### src/rtl/uart_pkg.sv
// Shared UART constants and the transmitter state encoding.
package uart_pkg;

    // 50 MHz / 115200 baud; the receiver uses the same value so the two can loop back.
    localparam int UART_CLKS_PER_BIT = 434;

    typedef enum logic [1:0] {
        IDLE  = 2'd0,
        START = 2'd1,
        DATA  = 2'd2,
        STOP  = 2'd3
    } uart_tx_state_e;

endpackage

### src/rtl/sync_fifo.sv
// Synchronous FIFO with count; a push while full or a pop while empty is ignored.
module sync_fifo #(
    parameter int WIDTH = 8,
    parameter int DEPTH = 4,
    localparam int AW = $clog2(DEPTH)
) (
    input  logic             clk,
    input  logic             rst,
    input  logic             push,
    input  logic [WIDTH-1:0] push_data,
    input  logic             pop,
    output logic [WIDTH-1:0] pop_data,
    output logic             full,
    output logic             empty,
    output logic [AW:0]      count
);

    logic [WIDTH-1:0] mem [DEPTH];
    logic [AW-1:0]    wr_ptr;
    logic [AW-1:0]    rd_ptr;
    logic             do_push;
    logic             do_pop;

    assign full     = (count == (AW+1)'(DEPTH));
    assign empty    = (count == '0);
    assign do_push  = push && !full;
    assign do_pop   = pop && !empty;
    assign pop_data = mem[rd_ptr];

    always_ff @(posedge clk) begin
        if (do_push) begin
            mem[wr_ptr] <= push_data;
        end
    end

    // Pointers are exactly log2(DEPTH) bits, so they wrap without explicit compare.
    always_ff @(posedge clk) begin
        if (rst) begin
            wr_ptr <= '0;
            rd_ptr <= '0;
            count  <= '0;
        end else begin
            if (do_push) wr_ptr <= wr_ptr + 1'b1;
            if (do_pop)  rd_ptr <= rd_ptr + 1'b1;
            case ({do_push, do_pop})
                2'b10:   count <= count + 1'b1;
                2'b01:   count <= count - 1'b1;
                default: count <= count;
            endcase
        end
    end

endmodule

### src/rtl/uart_transmitter.sv
// 8N1 UART transmitter: byte FIFO in front of a start/data/stop serialiser, LSB first.
module uart_transmitter
    import uart_pkg::*;
#(
    parameter int CLKS_PER_BIT = UART_CLKS_PER_BIT,
    parameter int FIFO_DEPTH   = 4
) (
    input  logic           clk,
    input  logic           rst,
    input  logic           tx_valid,
    input  logic [7:0]     tx_data,
    output logic           tx_ready,
    output logic           output_serial,
    output logic           busy,
    output uart_tx_state_e tx_state
);

    localparam int BW = $clog2(CLKS_PER_BIT);
    localparam int AW = $clog2(FIFO_DEPTH);
    localparam logic [BW-1:0] BAUD_LAST = BW'(CLKS_PER_BIT - 1);

    uart_tx_state_e state;
    logic [BW-1:0]  baud;
    logic [2:0]     bit_idx;
    logic [7:0]     shift;
    logic           baud_last;

    logic           fifo_pop;
    logic [7:0]     fifo_head;
    logic           fifo_full;
    logic           fifo_empty;
    logic [AW:0]    fifo_count;

    // Handshake: a byte transfers on a rising edge where tx_valid && tx_ready;
    // the producer holds tx_valid/tx_data stable until that edge.
    sync_fifo #(
        .WIDTH (8),
        .DEPTH (FIFO_DEPTH)
    ) u_fifo (
        .clk       (clk),
        .rst       (rst),
        .push      (tx_valid),
        .push_data (tx_data),
        .pop       (fifo_pop),
        .pop_data  (fifo_head),
        .full      (fifo_full),
        .empty     (fifo_empty),
        .count     (fifo_count)
    );

    assign baud_last = (baud == BAUD_LAST);
    // Pop from IDLE, or on the last stop-bit cycle so frames run back to back.
    assign fifo_pop  = !fifo_empty && ((state == IDLE) || (state == STOP && baud_last));
    assign tx_ready  = !fifo_full;
    assign busy      = (state != IDLE) || (fifo_count != '0);
    assign tx_state  = state;

    always_ff @(posedge clk) begin
        if (rst) begin
            state         <= IDLE;
            baud          <= '0;
            bit_idx       <= '0;
            shift         <= '0;
            output_serial <= 1'b1;
        end else begin
            case (state)
                IDLE: begin
                    output_serial <= 1'b1;
                    if (fifo_pop) begin
                        shift         <= fifo_head;
                        baud          <= '0;
                        bit_idx       <= '0;
                        output_serial <= 1'b0;
                        state         <= START;
                    end
                end
                START: begin
                    if (baud_last) begin
                        baud          <= '0;
                        bit_idx       <= '0;
                        output_serial <= shift[0];
                        state         <= DATA;
                    end else begin
                        baud <= baud + 1'b1;
                    end
                end
                DATA: begin
                    if (baud_last) begin
                        baud <= '0;
                        if (bit_idx == 3'd7) begin
                            output_serial <= 1'b1;
                            state         <= STOP;
                        end else begin
                            shift         <= shift >> 1;
                            output_serial <= shift[1];
                            bit_idx       <= bit_idx + 3'd1;
                        end
                    end else begin
                        baud <= baud + 1'b1;
                    end
                end
                STOP: begin
                    if (baud_last) begin
                        baud <= '0;
                        if (fifo_pop) begin
                            shift         <= fifo_head;
                            bit_idx       <= '0;
                            output_serial <= 1'b0;
                            state         <= START;
                        end else begin
                            output_serial <= 1'b1;
                            state         <= IDLE;
                        end
                    end else begin
                        baud <= baud + 1'b1;
                    end
                end
                default: begin
                    output_serial <= 1'b1;
                    state         <= IDLE;
                end
            endcase
        end
    end

endmodule

### config.mk
export PLATFORM = sky130hd
export DESIGN_NAME = uart_transmitter
export DESIGN_NICKNAME = d
export VERILOG_FILES = /design/src/rtl/uart_pkg.sv /design/src/rtl/sync_fifo.sv /design/src/rtl/uart_transmitter.sv
export SDC_FILE = /design/constraint.sdc
export NUM_CORES = 1
export LEC_CHECK = 0
export ABC_CLOCK_PERIOD_IN_PS = 2800
export CELL_PAD_IN_SITES_DETAIL_PLACEMENT = 0
export CELL_PAD_IN_SITES_GLOBAL_PLACEMENT = 1
export CORE_ASPECT_RATIO = 0.9
export CORE_MARGIN = 8
export CORE_UTILIZATION = 45
export DETAILED_ROUTE_END_ITERATION = 6
export PLACE_DENSITY_LB_ADDON = 0.3
export RECOVER_POWER = 100
export SLEW_MARGIN = 40
export SYNTH_ARGS = -nofsm -noshare
export SYNTH_HDL_FRONTEND = slang
export SYNTH_SLANG_ARGS = --single-unit
### constraint.sdc
create_clock -name clk -period 2.8 [get_ports clk]
set_clock_uncertainty 0.2 [all_clocks]
set_input_delay 0.42 -clock clk [delete_from_list [all_inputs] [get_ports clk]]
set_output_delay 0.42 -clock clk [all_outputs]
set_load 0.01 [all_outputs]
==> results summary <==
The critical setup path kind is reg2out. The clock net sink count came out at 64. The wire length of the first global-routing pass came out at 8880 um. The combinational power share came out at 38.4%. The maximum number of pins on one net before global-route repair came out at 33.

The post-CTS clock slew at the launch and capture registers of the worst setup and hold paths is 0.07 ns. The reported leakage power came out at about 0.0012 uW. The most critical setup path has its endpoint at busy. The area used by multi-input combinational logic came out at 1230 sq um. The first-pass iteration count of the detailed router came out at 5.

In this run the critical register-to-register path is captured at u_fifo.count[2]. Of the cells placed in the final design, the portion with a size suffix greater than 1 is 12.8%. The filler cell count came out at 587. After synthesis, the cell types taking the most area are edfxtp_1, dfxtp_1, ha_1, mux4_2, a21oi_1. The post-synth net total is 275. The most numerous cell on the critical path is inv_1. The transition time of the tightest slew-check pin came out at 0.544 ns. Of all cell types, the one taking the most synthesized area is edfxtp_1. Of the total power, registers draw 38.7%.

The total clock buffers created by CTS came out at 9. The depth of the worst register-to-register path came out at 9. Leaving out fill and tap cells, the most frequent cells in the layout are edfxtp_1, dfxtp_1, nor2_1, a21oi_1, o21ai_0. The count of nets left with antenna violations once routing finished came out at 0. The mean post-synth cell area came out at 11.9 sq um. The flip-flop and latch area came out at 1610 sq um. The distinct cell type count after synthesis came out at 40. Of the available clock period, the critical path in the final layout requires approximately 95%.

The proportion of power drawn by the clock network came out at 22.9%. The detailed-route vias per instance is 5.20. The count of inserted antenna diode cells is 0. The net switching share of the total power came out at 36.3%. The met2 usage in global routing came out at 18.9%. Dividing total power by cell area gives a power density of 1010 nW/um^2. The internal power consumption is 2160 uW.

The via count of the first global-routing pass came out at 1857. The detailed-route wire length is 5320 um. The H-tree generated during clock tree synthesis spans 3 levels. The layout net count came out at 295. The later-pin clock latency in the skew report came out at ~0.33 ns. The met1 global-route usage is approximately 16%. Measured against its own limit, the worst slew margin works out to 63.7%. Setup repair after global routing left no endpoint under its margin. The count of endpoints failing hold in the final timing report came out at 0.

Data on the critical path arrives at its endpoint at 2.04 ns. The highest-utilization routing layer at the global route stage is met2. The delay of the slowest cell on the worst path is 0.64 ns.

The area of the core region is 6450 sq um. The final max-slew violation count came out at 0. The slowest stage cell on the critical path is dlygate4sd3_1. Summed over all nets, the switching power comes to 1230 uW.

The area growth from synthesis to layout came out at 14.2%. The slack of the worst reg-to-reg path came out at 0.18 ns. The fmax is 376 MHz. The worst IR drop on VDD is 0.000426 V. After synthesis, flip-flops and latches occupy around 54% of the total area.

TritonCTS built the clock tree. The endpoint type of the worst setup path is a primary output. The worst slack at placement is 0.0722 ns. The initial utilization of the core area, before any placement, comes to 45.6%. The number of violations of the max-capacitance limit came out at 0.

The tree is rooted in a clkbuf_8. The area share of the largest cell type after synthesis came out at around a third. STA classifies the critical path startpoint as a flip-flop.

Pin placement for this block handled 16 I/O pins. The overall global routing resource usage is 12.3%. The global placement routability congestion came out at 0.756. The post-route total power came out at 3390 uW. The most common cell after layout, fill and taps aside is edfxtp_1.

The worst-path maximum fanout came out at 6. The post-synthesis sequential element count came out at 64. The gate count of the mapped netlist is 248. The met3 capacity usage during global routing came out at 4.05%. The cts-stage hold buffer count came out at 0. Once the clock tree was built, the setup fixing pass inserted 0 buffers. The via total after detailed routing came out at around 1900. The floorplan step set the die width to 101 um. The average wire length per cell after detail routing came out at roughly 15 um.

The remaining design rule violation count is 0. Walking the worst path, the cells encountered are inv_1 -> ha_1 -> and2_0 -> inv_1 -> dlygate4sd3_1. The total of buffers placed on input and output ports came out at 15. The setup total negative slack is 0 ns. The final worst slack came out at 0.142 ns.

The endpoint required time on the critical path is 2.18 ns. The number of DRC violations after detailed-routing iteration 0 came out at about 120. The flow ran to the end, and the final reports show no timing, DRC or antenna violations. The first element of the critical path is tx_state[0]. The half-perimeter wire length after detailed placement came out at between 3000 and 4000 um. The setup violation total in the final timing report is 0. The floorplan step defined a die boundary enclosing around 9400 sq um. The worst reg2reg path startpoint is baud[2].

The minimum clock period came out at 2.66 ns. The number of resized instances in the post-cts repair step came out at 0. The total number of placement rows is 28.

The total congestion overflow after global routing is 0. The number of antenna violations at the first check in global routing is 0. The floorplan die height is 92.7 um. The path class of the tightest hold or removal check is reg2reg. The cell area after technology mapping came out at about 3000 sq um.

The clock passes through at most 2 buffers. The total of warnings raised by yosys is 0.
[kinds of logic (layout without fill, tap and decap cells)]
logic type,count (synthesis),count (layout),synth area share (%)
and+or+nand+nor,71,71,12.9
adders and majority gates,16,16,7.06
muxes,18,18,9.57
xor gates and xnor gates,5,5,1.49
AOI/OAI and AO/OA,55,55,11.0
DFF,64,64,54.4
buffers and inverters,19,44,3.53
[worst max-delay path: cells and delay by family, from the launching register on]
| kind | cells | cell delay (ns) |
|---|---|---|
| adders and majority gates | 1 | 0.26 |
| buffers and inverters | 3 | 0.89 |
| DFF | 1 | 0.38 |
| and+or+nand+nor | 1 | 0.17 |
[flip-flops by register name (all words and copies together) (netlist names), named ones only]
register       cells
baud               9
u_fifo.wr_ptr      2
u_fifo.rd_ptr      2
output_serial      1
bit_idx            3
tx_state           2
u_fifo.count       3
u_fifo.mem        32
shift              8
[area by class of cell]
| cell class | instances | area share (%) |
|---|---|---|
| clock buffer | 9 | 3.69 |
| clock inverter | 7 | 2.12 |
| inverter | 9 | 1.01 |
| multi-input combinational | 165 | 36.7 |
| sequential | 64 | 47.8 |
| tap | 90 | 3.35 |
| timing repair buffer | 19 | 5.36 |
[per-stage QoR]
stage | hold slack [ns] | util, % | cell area (sq um) | cells
after floorplan | 0.248 | - | 2940 | 248
after global placement | 0.253 | 49.1 | 3160 | 347
after detailed placement | 0.266 | 49.1 | 3160 | 347
after CTS | 0.276 | 52.1 | 3360 | 363
after global routing | 0.291 | 52.1 | 3360 | 363
final | 0.270 | 52.1 | 3360 | 363
[power by group through the flow]
stage                     registers [uW]  clock network (uW)  logic (uW)
after floorplan                     1280                   0        1040
after global placement              1320                   0        1320
after detailed placement            1330                   0        1320
after CTS                           1310                 797        1330
after global routing                1340                 830        1460
final                               1310                 777        1300
[synth_stat cells (all sizes together)]
library cell / count
edfxtp: 32
fa: 1
a211o: 1
dfxtp: 32
nand3b: 2
ha: 15
inv: 9
a311oi: 2
o21bai: 1
and2: 2
mux4: 8
a21o: 1
buf: 7
nor2b: 2
nor3: 3
xor2: 2
o32a: 1
nand3: 9
or4b: 2
clkbuf: 3
nor2: 24
nor3b: 1
a21oi: 25
o21ai: 22
mux2i: 9
mux2: 1
nand4: 1
or3: 10
a211oi: 1
a22oi: 1
xnor2: 3
nand2: 8
and3: 7
[worst min path at each step]
stage                     depth (start not counted)       endpoint     startpoint  slack (ns)
final                                             2  output_serial  output_serial        0.27
after global routing                              2       shift[3]       shift[3]        0.29
after CTS                                         2       shift[6]       shift[6]        0.28
after detailed placement                          2  output_serial  output_serial        0.27
after global placement                            2  output_serial  output_serial        0.25
after floorplan                                   2       shift[2]       shift[2]        0.25
[layer usage]
layer	up-vias	share of wire (%)
li1	951	-
met1	904	49
met5	-	0
met2	30	47
met4	0	0.66
met3	2	3.2
Power figures use the tool's default switching activity.
